[src/rtl/pipe_stage_buffer_pkg.sv]
// Shared stage-boundary definitions: buffer occupancy states and stall counter sizing.
// Used by pipe_stage_buffer at every pipeline boundary (deco/exe, exe/mem, mem/wb).
package pipe_stage_buffer_pkg;

    typedef enum logic [1:0] {
        EMPTY = 2'd0,
        ONE   = 2'd1,
        FULL  = 2'd2
    } buf_state_t;

    localparam int unsigned STALL_CNT_W = 16;
    localparam logic [STALL_CNT_W-1:0] STALL_CNT_MAX = '1;

    function automatic logic state_can_accept(input buf_state_t s);
        return s != FULL;
    endfunction

    function automatic logic state_has_head(input buf_state_t s);
        return s != EMPTY;
    endfunction

endpackage

[src/rtl/pipe_stage_buffer.sv]
// Two-entry (main + skid) pipeline stage buffer with registered in_ready/out_valid.
// Optional stall cycle counter output when PIPE_STAGE_STALL_CNT_EN is defined.
module pipe_stage_buffer
    import pipe_stage_buffer_pkg::*;
#(
    parameter int unsigned DATA_W = 128,
    parameter int unsigned CU_W   = 8
) (
    input  logic              clk,
    input  logic              rst,
    input  logic              in_valid,
    output logic              in_ready,
    input  logic [CU_W-1:0]   in_cu,
    input  logic [DATA_W-1:0] in_data,
    output logic              out_valid,
    input  logic              out_ready,
    output logic [CU_W-1:0]   out_cu,
    output logic [DATA_W-1:0] out_data,
    input  logic              flush
`ifdef PIPE_STAGE_STALL_CNT_EN
    ,
    output logic [STALL_CNT_W-1:0] stall_cnt
`endif
);

    buf_state_t state_q;
    buf_state_t state_d;

    logic in_ready_q;
    logic out_valid_q;

    logic [CU_W-1:0]   main_cu_q;
    logic [DATA_W-1:0] main_data_q;
    logic [CU_W-1:0]   skid_cu_q;
    logic [DATA_W-1:0] skid_data_q;

    logic in_xfer;
    logic out_xfer;
    logic load_main_from_in;
    logic load_main_from_skid;
    logic load_skid_from_in;

    assign in_xfer  = in_valid && in_ready_q;
    assign out_xfer = out_valid_q && out_ready;

    always_comb begin
        state_d             = state_q;
        load_main_from_in   = 1'b0;
        load_main_from_skid = 1'b0;
        load_skid_from_in   = 1'b0;
        if (flush) begin
            state_d = EMPTY;
        end else begin
            unique case (state_q)
                EMPTY: begin
                    if (in_xfer) begin
                        state_d           = ONE;
                        load_main_from_in = 1'b1;
                    end
                end
                ONE: begin
                    unique case ({in_xfer, out_xfer})
                        2'b10: begin
                            state_d           = FULL;
                            load_skid_from_in = 1'b1;
                        end
                        2'b01: state_d = EMPTY;
                        2'b11: load_main_from_in = 1'b1;
                        default: state_d = ONE;
                    endcase
                end
                FULL: begin
                    if (out_xfer) begin
                        state_d             = ONE;
                        load_main_from_skid = 1'b1;
                    end
                end
                default: state_d = EMPTY;
            endcase
        end
    end

    // Handshake flags are separate flops fed from state_d so neither port sees a decode path.
    always_ff @(posedge clk or posedge rst) begin
        if (rst) begin
            state_q     <= EMPTY;
            in_ready_q  <= 1'b1;
            out_valid_q <= 1'b0;
        end else begin
            state_q     <= state_d;
            in_ready_q  <= state_can_accept(state_d);
            out_valid_q <= state_has_head(state_d);
        end
    end

    always_ff @(posedge clk) begin
        if (load_main_from_in) begin
            main_cu_q   <= in_cu;
            main_data_q <= in_data;
        end else if (load_main_from_skid) begin
            main_cu_q   <= skid_cu_q;
            main_data_q <= skid_data_q;
        end
        if (load_skid_from_in) begin
            skid_cu_q   <= in_cu;
            skid_data_q <= in_data;
        end
    end

    assign in_ready  = in_ready_q;
    assign out_valid = out_valid_q;
    // Control bundle reads as a bubble whenever no head is held.
    assign out_cu    = out_valid_q ? main_cu_q : '0;
    assign out_data  = main_data_q;

`ifdef PIPE_STAGE_STALL_CNT_EN
    logic [STALL_CNT_W-1:0] stall_cnt_q;

    always_ff @(posedge clk or posedge rst) begin
        if (rst) begin
            stall_cnt_q <= '0;
        end else if (out_valid_q && !out_ready && (stall_cnt_q != STALL_CNT_MAX)) begin
            stall_cnt_q <= stall_cnt_q + STALL_CNT_W'(1);
        end
    end

    assign stall_cnt = stall_cnt_q;
`endif

endmodule

[config.mk]
export PLATFORM = sky130hd
export DESIGN_NAME = pipe_stage_buffer
export DESIGN_NICKNAME = d
export VERILOG_FILES = /design/src/rtl/pipe_stage_buffer_pkg.sv /design/src/rtl/pipe_stage_buffer.sv
export SDC_FILE = /design/constraint.sdc
export NUM_CORES = 1
export LEC_CHECK = 0
export CAP_MARGIN = 20
export CORE_UTILIZATION = 32
export DETAILED_ROUTE_END_ITERATION = 16
export GPL_TIMING_DRIVEN = 1
export HOLD_SLACK_MARGIN = 0.12
export PLACE_DENSITY = 0.68
export RECOVER_POWER = 25
export SYNTH_ARGS = -nofsm -noshare
export SYNTH_HDL_FRONTEND = slang
export SYNTH_SLANG_ARGS = --single-unit
export TNS_END_PERCENT = 20
[constraint.sdc]
create_clock -name clk -period 28.7 [get_ports clk]
set_input_delay 5.74 -clock clk [delete_from_list [all_inputs] [get_ports clk]]
set_output_delay 5.74 -clock clk [all_outputs]
set_load 0.01 [all_outputs]
==> metrics.cfg <==
[run]
cap_violations = 0

[floorplanning]
dieHeight_um = 181
dieArea_sq_mm = 0.0327
rows = 65
start_util_pct = 32.5
io-pin-count = 279
dieWidth_um = 181
core_sq_mm = 0.0316

[final_layout]
multiInputGateArea_sq_mm = 0.00190
syn2layout_area_growth_pct = 42.2
layout_commonest_cell = edfxtp_1
final_cell_mix = edfxtp_1, dlygate4sd3_1, clkdlybuf4s50_1
layout-drive-gt1-share_pct = 25.4
regArea_sq_mm = 0.00827
fill_cells = 2712
fin_util_pct = 46.2
final_nets = 896

[global_routing]
grt_antenna_before_repair = 6
grt_max_degree = 82
first_global_vias = 5477
grt_usage_pct = 12.8
grt_pass1_wl_um = 32600
grt_overflow = 0

[pwr]
leakagePower_nw = 5.07
ir_worst_vdd_uv = 42.3
powerDensity_mw_per_mm2 = 67.1

[timing]
finalSetupViolations = 0
finClkSkew_ns = 0.0142
hold_viol_final = 0
min_period_ns = 8.60
relSlewSlack_pct = 30.7
max_freq_mhz = 116
setup_tns_ns = 0
tightest_slew_ns = 1.04
finalCritPeriodShare_pct = 30.0
rsz0062_at_grt = false
slew_violations = 0

[place]
gp_congestion = 0.771
dpl.hpwl_um = 13500
port_buffers = 278

[cts]
htree_levels = 1
path_clk_slew_ns = 0.06
cts.root.buffer_cell = clkbuf_16
clock-sinks = 276
cts_made_buffers = 30
cts_setup_buffers = 0
cts_tree = done
hold_buffers = 0
clockBufferDepth = 3
clk_latency_ns = 0.55
cts_resized = 0

[critical_path]
cp.arrival_ns = 8.76
crit_top_cell = buf_4
start_kind = input pin
cp_slowest_cell = buf_4
crit_fanout = 71
required_ns = 28.86
crit_chain = dlygate4sd3_1 > and4bb_1 > nor2b_4 > buf_4 > buf_4
path_class = in -> reg
max_stage_delay_ns = 0.86
cp-end-kind = flip-flop

[detailed_routing]
met3_length_um = 1690
totalWireLength_um = 21500
drt_iter0_markers = 297
wirelength_met1_um = 8910
top_layer = met5
final_antenna_net_count = 0
firstDrtPassIters = 4
drc = 0
num_vias = 5267
routedWlPerCell_um = 18.1
wl_met2_um = 10100
post_drt_via_cell_ratio = 4.45

[logic_synthesis]
synth_xor_area_share_pct = 0
yosys.area.top_type = edfxtp_1
synth_area_sq_mm = 0.0102
synthSimpleGateAreaFrac_pct = 1.21
synthDistinctLibCells = 25
synth_top_family_by_area = multiplexers
synth_cells = 454
ys_top_cells_by_area = edfxtp_1, mux2_2, mux2_4
avgSynthCellArea_sq_um = 22.6
synthAdderAreaFrac_pct = 0
syn-num-nets = 595
ys_seq_elements = 276
synth.area.mux_share_pct = 16.5
synth_compound_area_share_pct = 0.452
synthDominantCellAreaShare_pct = 79.8
yosys_warnings = 0
ys_seq_area_share_pct = 80.7

[outcome]
status = complete, no violations

[worst_hold_path]
min_path_type = reg -> reg

[area by class of cell]
class                   count  share of cell area [%]
diodes                      3                  0.0515
clock buffers              32                    5.35
flip-flops and latches    276                    56.8
multi-input cells         162                    13.0
clock inverters            24                    1.76
inverters                   1                  0.0258
repair buffers            284                    19.6
well taps                 402                    3.45
[metal layers]
layer  GRT usage (%)  up-vias
li1                -     2432
met1            15.7     2599
met2            20.9      187
met3            4.33       43
met4            4.68        6
met5               0        -
[metrics by stage]
| stage | hold WS, ns | cell area [sq um] | std cells | total power [mW] | setup slack, ns |
|---|---|---|---|---|---|
| after floorplan | 0.487 | 10200 | 454 | 0.538 | 11.86 |
| after global placement | 0.527 | 13500 | 1124 | 0.591 | 19.56 |
| after detailed placement | 0.531 | 13500 | 1124 | 0.592 | 19.59 |
| after CTS | 0.544 | 14500 | 1180 | 0.997 | 20.15 |
| after global routing | 0.552 | 14600 | 1183 | 1.01 | 19.96 |
| final | 0.542 | 14600 | 1184 | 0.978 | 20.10 |
[Yosys cell counts]
cell type and number:
buf_2 9, o21ai_0 1, or4_1 1, buf_6 5
a21bo_2 1, nor4b_1 1, dfrtp_1 3, a21boi_0 1
mux2_2 97, nor2b_1 1, nand2_2 1, inv_1 1
o31ai_1 1, or3b_2 1, edfxtp_1 272, a211oi_1 1
nand2_1 3, mux2_4 40, and2_1 8, clkbuf_1 1
a22o_1 1, dfstp_2 1, and4bb_1 1, and3b_1 1
nor2_1 1
[worst paths after layout]
kind	startpoint	to	slack [ns]	depth (start not counted)
worst max-delay path	flush	skid_data_q[43]$_DFFE_PP_	20.10	5
worst min-delay path	skid_data_q[100]$_DFFE_PP_	out_data[100]$_DFFE_PP_	0.54	1
worst max register to register	in_ready$_DFF_PP1_	skid_data_q[43]$_DFFE_PP_	25.51	4
worst min register to register	skid_data_q[100]$_DFFE_PP_	out_data[100]$_DFFE_PP_	0.54	1
max in group asynchronous	rst	in_ready$_DFF_PP1_	22.94	2
min in group asynchronous	rst	out_valid$_DFF_PP0_	5.53	2
[critical path: cells and delay by family]
family	cells	cell delay (ns)
buffers and inverters	3	2.20
and+or+nand+nor	2	0.64
[flip-flops by register name, summed over array words and instances, names as in the netlist]
name / cells
skid_data_q: 128
out_valid: 1
main_cu_q: 8
in_ready: 1
state_q: 2
out_data: 128
skid_cu_q: 8
[power by group]
part	total [mW]	switching, mW	internal [mW]	leakage [nW]
clock network	0.400	0.159	0.241	0.502
registers	0.477	0.00627	0.471	2.55
logic	0.101	0.0447	0.0559	2.02
[cells by family after synthesis]
logic type	count (synthesis)
multiplexers	137
AO/OA/AOI/OAI	6
buffers and inverters	16
AND/OR/NAND/NOR	19
flip-flops	276
Note: power is estimated with default switching activity, not from simulation.
==> RTL change, RTL diff (same settings) <==
The option `PIPE_STAGE_STALL_CNT_EN` is turned on by a define.
--- a/src/rtl/pipe_stage_buffer.sv
+++ b/src/rtl/pipe_stage_buffer.sv
@@ -1,5 +1,7 @@
 // Two-entry (main + skid) pipeline stage buffer with registered in_ready/out_valid.
 // Optional stall cycle counter output when PIPE_STAGE_STALL_CNT_EN is defined.
+`define PIPE_STAGE_STALL_CNT_EN
+
 module pipe_stage_buffer
     import pipe_stage_buffer_pkg::*;
 #(
Behaviour (old outputs only; new: stall_cnt): unchanged (equiv_simple and equiv_induct, registers matched by name and starting in step).
==> RTL change against the original RTL <==
First-iteration DRC count is 13% lower; clock power is 1% higher; critical path depth stayed put; register-to-register slack worse by 0.52 ns; sequential cell count is 16 higher; routed wire length is 6.7% higher; setup slack worse by 0.30 ns; area after synthesis is 6.2% higher; design area is 5.5% higher; power is 3.0% higher; sequential share of layout area is 0.36 points lower; critical path type unchanged; critical endpoint unchanged; largest power group unchanged; highest routed layer unchanged.
==> RTL change: results (changes against the original RTL) <==
wl_met3_mm: 2.06  # +22%
status: "finished, final reports clean"
routed_wl_mm: 22.9  # +6.7%
yosys-top-cells-area: "edfxtp_1 (75%), mux2_2 (14%), dfrtp_1 (4.4%)"
fin_nets: 991  # +11%
r2r_slack_ns: 24.99  # -0.52 ns
crit_path_max_fanout: 61  # -14%
grt.total_usage: 0.129  # +0.000439
wl_per_cell_um: 17.3  # -4.7%
synthTopCellsByCount: "edfxtp_1 (272), mux2_2 (136), dfrtp_1 (19)"
placed_cells: 1264  # +12%
grt_pass1_vias: 6061  # +11%
ir_drop_uv: 43.1  # +1.8%
synth.distinct_cells: 39  # +56%
dpl_cell_area_um2: 14400  # +6.4%
synth_area_per_cell_um2: 20.5  # -9.2%
wl_met2_mm: 10.6  # +4.9%
dp_hpwl_mm: 14.8  # +9.6%
post_drt_via_cell_ratio: 4.48  # +0.66%
syn_nets: 673  # +13%
drt_iter0_drc: 258  # -13%
grt_max_degree: 71  # -13%
async_reset_ff_frac: 0.0685  # +0.0540
wl_met1_mm: 9.57  # +7.5%
antenna_found_initial: 9  # +3
gp_congestion: 0.745  # -3.4%
layout-drive-gt1-share: 0.221  # -0.0335
grt_pass1_wl_mm: 35.2  # +8.0%
yosysSeqAreaShare: 0.797  # -0.0104
grtUsageMet1: 0.162  # +0.00484
r2r-start: "out_valid$_DFF_PP0_"
num-fill-cells: 2889  # +6.5%
fin_hold_ws_ns: 0.507  # -0.0350 ns
skew_ns: 0.00848  # -0.00571 ns
power_density_nw_per_um2: 65.5  # -2.4%
min_period_ns: 8.90  # +0.304 ns
io_buffers: 294  # +5.8%
leakage_nw: 5.28  # +4.3%
## RTL change: cells by family (layout without fill, tap and decap cells)
logic type,count (synthesis),count (layout),synth area share
buffers and inverters,18,357,0.00909
XOR/XNOR,14,14,0.0113
multiplexers,138,138,0.143
AND/OR/NAND/NOR,59,59,0.0329
other,0,7,0
adder cells (fa/ha/maj),1,1,0.00115
flip-flops,292,292,0.797
AO/OA/AOI/OAI,9,9,0.00541
## RTL change: area by class of cell
type                    count  area share
inverters                   2    0.000488
clock buffers              34      0.0512
clock inverters            20      0.0155
multi-input cells         221       0.136
flip-flops and latches    292       0.564
well taps                 448      0.0365
repair buffers            301       0.195
diodes                      7     0.00114
## RTL change: critical path, stage by stage
cell	delay, ns
dlygate4sd3_1	0.60
a21bo_1	0.25
nor4_1	0.46
clkbuf_1	1.13
buf_4	0.83
## RTL change: power breakdown
group	internal, mW	total [mW]	leakage [nW]	switching, mW
sequential	0.492	0.502	2.75	0.0102
combinational	0.0564	0.101	2.04	0.0445
clock	0.241	0.404	0.493	0.162
